==> config.mk <==
export PLATFORM = sky130hd
export DESIGN_NAME = fifo_uart_tx
export DESIGN_NICKNAME = d
export VERILOG_FILES = /design/src/rtl/fifo_uart_tx_pkg.sv /design/src/rtl/fifo_uart_tx_baud.sv /design/src/rtl/fifo_uart_tx.sv
export SDC_FILE = /design/constraint.sdc
export NUM_CORES = 1
export LEC_CHECK = 0
export ABC_CLOCK_PERIOD_IN_PS = 5910
export BUFFER_PORTS_ARGS = -buffer_cell sky130_fd_sc_hd__buf_2
export CAP_MARGIN = 20
export CELL_PAD_IN_SITES_DETAIL_PLACEMENT = 1
export CELL_PAD_IN_SITES_GLOBAL_PLACEMENT = 2
export CORE_MARGIN = 1
export CORE_UTILIZATION = 37
export CTS_BUF_LIST = sky130_fd_sc_hd__clkbuf_8 sky130_fd_sc_hd__clkbuf_16
export DETAILED_ROUTE_END_ITERATION = 8
export PLACE_DENSITY_LB_ADDON = 0.3
export RECOVER_POWER = 25
export SLEW_MARGIN = 20
export SYNTH_ARGS = -nofsm -noshare
export SYNTH_HDL_FRONTEND = slang
export SYNTH_HIERARCHICAL = 1
export SYNTH_SLANG_ARGS = --single-unit
==> constraint.sdc <==
create_clock -name clk_i -period 5.91 [get_ports clk_i]
set_clock_uncertainty 0.1 [all_clocks]
set_input_delay 0 -clock clk_i [delete_from_list [all_inputs] [get_ports clk_i]]
set_output_delay 0 -clock clk_i [all_outputs]
set_load 0.05 [all_outputs]
==> src/rtl/fifo_uart_tx_pkg.sv <==
`default_nettype none
// ============================================================================
// Module      : fifo_uart_tx_pkg
// Description : Shared definitions for the FIFO-fed UART transmitter.
//               Provides the data width, the 3-bit FSM state encoding and the
//               parity helper.
// Revision    : 1.0 - initial release
// ============================================================================
package fifo_uart_tx_pkg;

    localparam int UART_DATA_W = 8;

    typedef enum logic [2:0] {
        ST_IDLE   = 3'd0,
        ST_POP    = 3'd1,
        ST_LOAD   = 3'd2,
        ST_START  = 3'd3,
        ST_DATA   = 3'd4,
        ST_PARITY = 3'd5,
        ST_STOP   = 3'd6
    } state_t;

    // Even parity when odd_sel=0, odd parity when odd_sel=1.
    function automatic logic calc_parity(input logic [UART_DATA_W-1:0] data,
                                         input logic                   odd_sel);
        return (^data) ^ odd_sel;
    endfunction

endpackage
`default_nettype wire

==> src/rtl/fifo_uart_tx_baud.sv <==
`default_nettype none
// ============================================================================
// Module      : uart_baud_cnt
// Description : Bit-period counter. Counts 0..CLKS_PER_BIT-1 while enabled and
//               wraps at each bit boundary; tick marks the last cycle of a bit.
// Ports       : clk_i   - system clock
//               rst_n_i - asynchronous active-low reset
//               clr     - synchronous clear (takes priority over en)
//               en      - count enable
//               tick    - high on the last cycle of each bit period
// Revision    : 1.0 - initial release
// ============================================================================
module uart_baud_cnt #(
    parameter int CLKS_PER_BIT = 16
) (
    input  logic clk_i,
    input  logic rst_n_i,
    input  logic clr,
    input  logic en,
    output logic tick
);

    localparam int                CNT_W    = (CLKS_PER_BIT > 1) ? $clog2(CLKS_PER_BIT) : 1;
    localparam logic [CNT_W-1:0]  LAST_CNT = CNT_W'(CLKS_PER_BIT - 1);

    logic [CNT_W-1:0] r_cnt;
    logic             w_last;

    assign w_last = (r_cnt == LAST_CNT);
    assign tick   = en & w_last;

    always_ff @(posedge clk_i or negedge rst_n_i) begin
        if (!rst_n_i) begin
            r_cnt <= '0;
        end else if (clr) begin
            r_cnt <= '0;
        end else if (en) begin
            r_cnt <= w_last ? '0 : r_cnt + 1'b1;
        end
    end

endmodule
`default_nettype wire

==> src/rtl/fifo_uart_tx.sv <==
`default_nettype none
// ============================================================================
// Module      : fifo_uart_tx
// Description : UART transmitter draining a synchronous FIFO read port.
//               Pops one byte per frame and sends start, 8 data bits LSB
//               first, optional parity and 1 or 2 stop bits.
// Ports       : clk_i        - system clock
//               rst_n_i      - asynchronous active-low reset
//               fifo_rdata_i - FIFO read data, valid the cycle after a pop
//               fifo_empty_i - FIFO empty flag
//               fifo_rd_en_o - single-cycle pop strobe
//               tx_en_i      - permits starting new frames
//               tx_o         - registered UART line, idles high
//               busy_o       - high whenever the FSM is not idle
// Revision    : 1.0 - initial release
// ============================================================================
module fifo_uart_tx
    import fifo_uart_tx_pkg::*;
#(
    parameter int CLKS_PER_BIT = 16,
    parameter int PARITY_EN    = 0,
    parameter int PARITY_ODD   = 0,
    parameter int STOP_BITS    = 1
) (
    input  logic                   clk_i,
    input  logic                   rst_n_i,
    input  logic [UART_DATA_W-1:0] fifo_rdata_i,
    input  logic                   fifo_empty_i,
    output logic                   fifo_rd_en_o,
    input  logic                   tx_en_i,
    output logic                   tx_o,
    output logic                   busy_o
);

    state_t                 r_state;
    state_t                 w_state_next;
    logic [UART_DATA_W-1:0] r_shift;
    logic [UART_DATA_W-1:0] w_shift_next;
    logic [2:0]             r_bit_idx;
    logic                   r_parity;
    logic                   r_stop_idx;
    logic                   r_tx;
    logic                   w_tx_next;
    logic                   w_tick;
    logic                   w_baud_clr;
    logic                   w_baud_en;
    logic                   w_last_stop;
    logic                   w_can_start;

    // The counter is zeroed during LOAD so the start bit gets a full period.
    assign w_baud_clr = (r_state == ST_LOAD);
    assign w_baud_en  = (r_state == ST_START) || (r_state == ST_DATA) ||
                        (r_state == ST_PARITY) || (r_state == ST_STOP);

    uart_baud_cnt #(
        .CLKS_PER_BIT (CLKS_PER_BIT)
    ) u_baud (
        .clk_i   (clk_i),
        .rst_n_i (rst_n_i),
        .clr     (w_baud_clr),
        .en      (w_baud_en),
        .tick    (w_tick)
    );

    assign w_can_start = tx_en_i && !fifo_empty_i;
    assign w_last_stop = w_tick && ((STOP_BITS == 1) || r_stop_idx);

    always_comb begin
        w_state_next = r_state;
        w_shift_next = r_shift;
        unique case (r_state)
            ST_IDLE:   if (w_can_start) w_state_next = ST_POP;
            ST_POP:    w_state_next = ST_LOAD;
            ST_LOAD: begin
                w_state_next = ST_START;
                w_shift_next = fifo_rdata_i;
            end
            ST_START:  if (w_tick) w_state_next = ST_DATA;
            ST_DATA: begin
                if (w_tick) begin
                    w_shift_next = r_shift >> 1;
                    if (r_bit_idx == 3'd7) begin
                        w_state_next = (PARITY_EN != 0) ? ST_PARITY : ST_STOP;
                    end
                end
            end
            ST_PARITY: if (w_tick) w_state_next = ST_STOP;
            ST_STOP: begin
                if (w_last_stop) begin
                    w_state_next = w_can_start ? ST_POP : ST_IDLE;
                end
            end
            default:   w_state_next = ST_IDLE;
        endcase
    end

    // Line value is derived from the next state so tx_o changes on the same
    // edge as the state transition and comes straight from a flop.
    always_comb begin
        w_tx_next = 1'b1;
        case (w_state_next)
            ST_START:  w_tx_next = 1'b0;
            ST_DATA:   w_tx_next = w_shift_next[0];
            ST_PARITY: w_tx_next = r_parity;
            default:   w_tx_next = 1'b1;
        endcase
    end

    always_ff @(posedge clk_i or negedge rst_n_i) begin
        if (!rst_n_i) begin
            r_state <= ST_IDLE;
            r_shift <= '0;
            r_tx    <= 1'b1;
        end else begin
            r_state <= w_state_next;
            r_shift <= w_shift_next;
            r_tx    <= w_tx_next;
        end
    end

    always_ff @(posedge clk_i or negedge rst_n_i) begin
        if (!rst_n_i) begin
            r_bit_idx  <= 3'd0;
            r_parity   <= 1'b0;
            r_stop_idx <= 1'b0;
        end else begin
            if (r_state == ST_LOAD) begin
                r_bit_idx <= 3'd0;
                r_parity  <= calc_parity(fifo_rdata_i, (PARITY_ODD != 0));
            end else if ((r_state == ST_DATA) && w_tick) begin
                r_bit_idx <= r_bit_idx + 3'd1;
            end

            if (r_state != ST_STOP) begin
                r_stop_idx <= 1'b0;
            end else if (w_tick) begin
                r_stop_idx <= ~r_stop_idx;
            end
        end
    end

    assign fifo_rd_en_o = (r_state == ST_POP);
    assign busy_o       = (r_state != ST_IDLE);
    assign tx_o         = r_tx;

endmodule
`default_nettype wire

# Word-level counts from Yosys, hierarchy flattened
# Index checks and enable logic that the tools add are counted.
# word_totals
mem_bits_ro,0
ff_bits,20
inputBits,12
latch_bits,0
out_inout_bits,3
memories,0
wordCells,51
ram_bits,0
# classes
shift,0
div_mod_pow,0
multipliers,0
n_lt_le_gt_ge,0
add_sub_neg,2
n_eq_ne,12
n_reduce_logical,13
bitwise,1
mux,16
# ops
operator,n
3-bit 2-to-1 mux,8
3-bit case mux with 7 select lines,1
3-bit == test (second input constant),6
8-bit case mux with 2 select lines,1
4-bit 2-to-1 mux,3
3-bit by 2-bit == test with 1-bit output (second input constant),3
8-bit 2-to-1 mux,1
8-bit XOR reduction,1
2-bit nonzero test,3
4-bit by 1-bit adder with 4-bit output (second input constant),1
4-bit == test (second input constant),1
3-bit by 1-bit adder with 3-bit output (second input constant),1
3-bit by 1-bit == test with 1-bit output (second input constant),1
3-bit zero test,1
1-bit logical OR,3
1-bit case mux with 3 select lines,1
3-bit nonzero test,1
1-bit logical AND,2
2-bit inequality test (second input constant),1
2-bit AND reduction,1
1-bit AND,1
1-bit zero test,1
1-bit 2-to-1 mux,1

# Logic depth before layout (Yosys ltp)
# depth
depth_word,9
mapped_depth,12
ltp_nobuf,8

# By module
# Netlist, hierarchy kept.
# by_module_without_submodules
mod,seq_area_each_um2,cells_per_inst,area_per_inst_um2,n_inst
fifo_uart_tx,401.6,97,934.6,1
uart_baud_cnt,100.1,22,205.2,1

# Worst setup path after synthesis
# Ideal clock, no wire load.
# synth_path
path_type,register -> register
startpoint,register r_state[2]
endpoint,register r_tx (netlist: tx_o)
period_less_slack_ns,2.275
setup_time_ns,0.089
t_required_ns,5.721
t_arrival_ns,2.086
path_buffers,3
path_slack_ns,3.635
path_stages_with_launch,11
path_cell_list,dfrtp_1 buf_6 buf_2 xnor2_1 nand2_2 nor2_1 buf_2 inv_1 or3_1 a221oi_1 mux2i_1
# synth_via
elab_chain_cells,9
elab_cells_between_ends,24
classes_between,eq/ne: 9; mux: 10; bitwise: 1; reduce/logical: 4
# synth_lines
item,line,rtl
from (decl),fifo_uart_tx.sv:35,state_t r_state;
from (signal assigned),fifo_uart_tx.sv:115,r_state <= w_state_next;
3-bit by 2-bit == test with 1-bit output or 3-bit == test (tied branches),fifo_uart_tx.sv:52,assign w_baud_en = (r_state == ST_START) || (r_state == ST_DATA) ||
1-bit logical OR (2 in series),fifo_uart_tx.sv:52,
1-bit logical OR *,fifo_uart_tx.sv:53,(r_state == ST_PARITY) || (r_state == ST_STOP);
via w_baud_en,fifo_uart_tx.sv:46,logic w_baud_en;
1-bit AND *,fifo_uart_tx_baud.sv:30,assign tick = en & w_last;
via w_last_stop,fifo_uart_tx.sv:47,logic w_last_stop;
"3-bit 2-to-1 mux, on equally long branches",-,
3-bit case mux with 7 select lines,fifo_uart_tx.sv:71,unique case (r_state)
3-bit == test or 3-bit by 2-bit == test with 1-bit output (tied branches),fifo_uart_tx.sv:101,case (w_state_next)
1-bit case mux with 3 select lines *,fifo_uart_tx.sv:101,
via w_tx_next,fifo_uart_tx.sv:43,logic w_tx_next;
to (signal assigned),fifo_uart_tx.sv:117,r_tx <= w_tx_next;
to (decl),fifo_uart_tx.sv:42,logic r_tx;
# Mark *: on every way through the listed nets, which the timed path passes. The rest lies on a longest branch. The select of a mux whose other input is x is not followed.
# A chain may end at the register's enable or synchronous reset.

# Worst setup path in the final report
# layout_path
startpoint,register r_state[1]
endpoint,register r_tx (netlist: tx_o)
# Same word-level chain as after synthesis.

==> flow_summary.json <==
{
  "powerDensity_nw_per_um2": 453.2,
  "grt_max_degree": 21,
  "num_vias": 933,
  "cts-hold-fix-buffers": 8,
  "max_freq_mhz": 320.5,
  "synth_top_family_by_area": "simple AND/OR/NAND/NOR gates",
  "worst-setup-path-type": "flip-flop to flip-flop",
  "fin_nets": 154,
  "worst_pin_slew_ns": 1.111,
  "clock_sinks": 20,
  "synth-compound-area-share_pct": 16.58,
  "cts.path.max_buffers": 2,
  "synth_top_area_share_pct": 41.71,
  "synthXorXnorAreaFrac_pct": 6.915,
  "crit_chain": "nand2_1 -> xnor2_1 -> nand2_2 -> nor2_1 -> and4bb_1 -> nor2_1 -> a221oi_1 -> mux2i_1",
  "cts-root-buf": "clkbuf_8",
  "ys_seq_elements": 20,
  "synthMuxAreaShare_pct": 2.744,
  "grt_pass1_vias": 938,
  "finalWeightedCongestion": 0.7986,
  "hold_slack_ns": 0.1167,
  "rr_startpoint": "r_state[1]$_DFF_PN0_",
  "insertedDiodeCount": 0,
  "syn-cell-area_um2": 1140,
  "wire_per_inst_um": 15.66,
  "hold_path.class": "input pin to flip-flop",
  "dp.final_hpwl_um": 1802,
  "setup_viol": 0,
  "drv_cap": 0,
  "die_h_um": 57.51,
  "wl_um": 2646,
  "cts.clk_slew.worst_paths_ns": 0.07,
  "dieArea_um2": 3307,
  "synthesis.nets": 134,
  "async_reset_ff_share_pct": 100.0,
  "rows": 19,
  "vdd_drop_max_v": 0.0001521,
  "start_util_pct": 40.29,
  "status": "finished with violations",
  "post-route-period-util_pct": 52.80,
  "synth_adder_area_share_pct": 3.293,
  "grt_usage_pct": 18.40,
  "clk_latency_ns": 0.26,
  "critPathCaptureType": "flip-flop",
  "worstPathRequired_ns": 5.99,
  "ys_warn_count": 6,
  "power_leakage_nw": 0.6195,
  "firstDrtPassIters": 6,
  "multi_input_area_um2": 580.6,
  "start_kind": "flip-flop",
  "htreeDepth": 1,
  "synth-edff-count": 0,
  "startpoint": "r_state[1]$_DFF_PN0_",
  "rr_worst_depth": 8,
  "grt_overflow_total": 0,
  "seq_area_um2": 501.7,
  "drive_above_1_share_pct": 15.94,
  "synth_top_cell_by_area": "dfrtp_1",
  "endpoint": "tx_o$_DFF_PN1_",
  "cts_resized": 0,
  "synth_top_flop_cell": "dfrtp_1",
  "rrSetupSlack_ns": 2.79,
  "drt_iter0_drc": 52,
  "crit_top_cell": "nor2_1",
  "synth.avg_cell_area_um2": 9.579,
  "fillers": 338,
  "syn_inst": 119,
  "io_buffers": 14,
  "ant_nets": 0,
  "r2r_end": "tx_o$_DFF_PN1_",
  "max_stage_delay_ns": 0.63,
  "critPathMaxFanout": 15,
  "yosysSeqAreaShare_pct": 44.02,
  "arrival_ns": 3.20,
  "failed_checks": "design-rule violations",
  "post-cts-setup-buffer-count": 0,
  "netlist_top_cells_area": "dfrtp_1, nand2_1, xnor2_1",
  "slowest_stage": "dfrtp_1",
  "vias_per_cell": 5.521,
  "cts_tree": "done",
  "antenna_found_initial": 0,
  "core_area_um2": 2829,
  "finalMaxSlewViolations": 0,
  "synth_cell_types": 37,
  "hold_viol_final": 0,
  "grt_first_pass_wirelength_um": 4547,
  "period_needed_ns": 3.121,
  "syn2layout_area_growth_pct": 17.56,
  "yosys.area_share.simple_pct": 21.41,
  "fin_setup_tns_ns": 0,
  "grt_setup_unrepaired": "false",
  "max-slew-margin-rel_pct": 25.96,
  "fp.dieW_um": 57.51,
  "drc_errors": 1,
  "ioPinCount": 15,
  "cts-buffers-inserted": 3
}
[cell usage in the layout (no fill, tap or decap), types with 3 or more instances in the layout]
master,instances
dfrtp_1,19
nor2_1,5
o21ai_0,4
clkbuf_8,4
xnor2_1,8
ha_1,3
buf_2,13
a21oi_1,8
a22o_1,3
nand3b_1,3
or3_1,3
dlygate4sd3_1,8
nand2_1,21
a22oi_1,6
[Yosys cell counts (3+ instances only)]
master and instances:
ha_1 3, dfrtp_1 19, xnor2_1 8, buf_2 4, a21oi_1 8, or3_1 3
a22oi_1 6, o21ai_0 4, nand2_1 21, nand3b_1 3, nor2_1 5, a22o_1 3
[worst max-delay path: cells and delay by family, from the launching register on]
kind	cells	cell delay, ns
muxes	1	0.11
xor gates and xnor gates	1	0.40
AOI/OAI and AO/OA	1	0.33
DFF	1	0.63
and+or+nand+nor	5	1.46
[stage by stage]
stage	cells	cell area [um^2]	setup WS, ns	total power [mW]	util (%)
CTS	169	1341	2.792	0.6154	47.41
detailed placement	157	1206	2.825	0.5028	42.64
global placement	157	1206	2.917	0.4908	42.64
floorplan	119	1140	3.635	0.4439	-
finish	169	1340	2.789	0.6073	47.37
global route	169	1340	2.440	0.6644	47.37
[area by class of cell]
cell class              count  share of cell area, %
clock buffers               4                  4.108
inverters                   2                 0.5602
multi-input cells          89                  43.32
flip-flops and latches     20                  37.44
well taps                  31                  2.894
repair buffers             23                  11.67
[registers in the layout, indices dropped and copies added, names as in the netlist]
register,count
r_shift,8
r_parity,1
u_baud/r_cnt,4
tx_o,1
r_bit_idx,3
r_state,3
[routing by layer]
metal | vias to the layer above | share of wire (%) | GRT usage (%)
met5 | - | 0 | 0
li1 | 455 | - | -
met1 | 465 | 47 | 25.46
met3 | 2 | 2.5 | 3.628
met4 | 0 | 0.49 | 5.226
met2 | 11 | 50 | 29.24
[where the power goes]
part	switching, mW	internal, mW
clock	0.0454	0.0593
combinational	0.142	0.107
sequential	0.0608	0.193
[worst min path at each step]
stage	end	slack (ns)	start	cells past startpoint
CTS	r_state[0]$_DFF_PN0_	0.10	tx_en_i	4
floorplan	r_bit_idx[0]$_DFFE_PN0P_	-0.40	rst_n_i	0
global placement	u_baud/r_cnt[3]$_DFFE_PN0P_	-0.12	rst_n_i	1
finish	r_state[0]$_DFF_PN0_	0.12	tx_en_i	4
detailed placement	u_baud/r_cnt[3]$_DFFE_PN0P_	-0.12	rst_n_i	1
global route	r_shift[0]$_DFF_PN0_	0.15	fifo_rdata_i[0]	4
[kinds of logic (layout without fill, tap and decap cells)]
kind of cell	Yosys count	count (layout)
AOI/OAI and AO/OA	28	28
xor gates and xnor gates	9	9
adders and majority gates	3	3
buffers and inverters	10	29
DFF	20	20
muxes	3	3
and+or+nand+nor	46	46
Power figures use the tool's default switching activity.
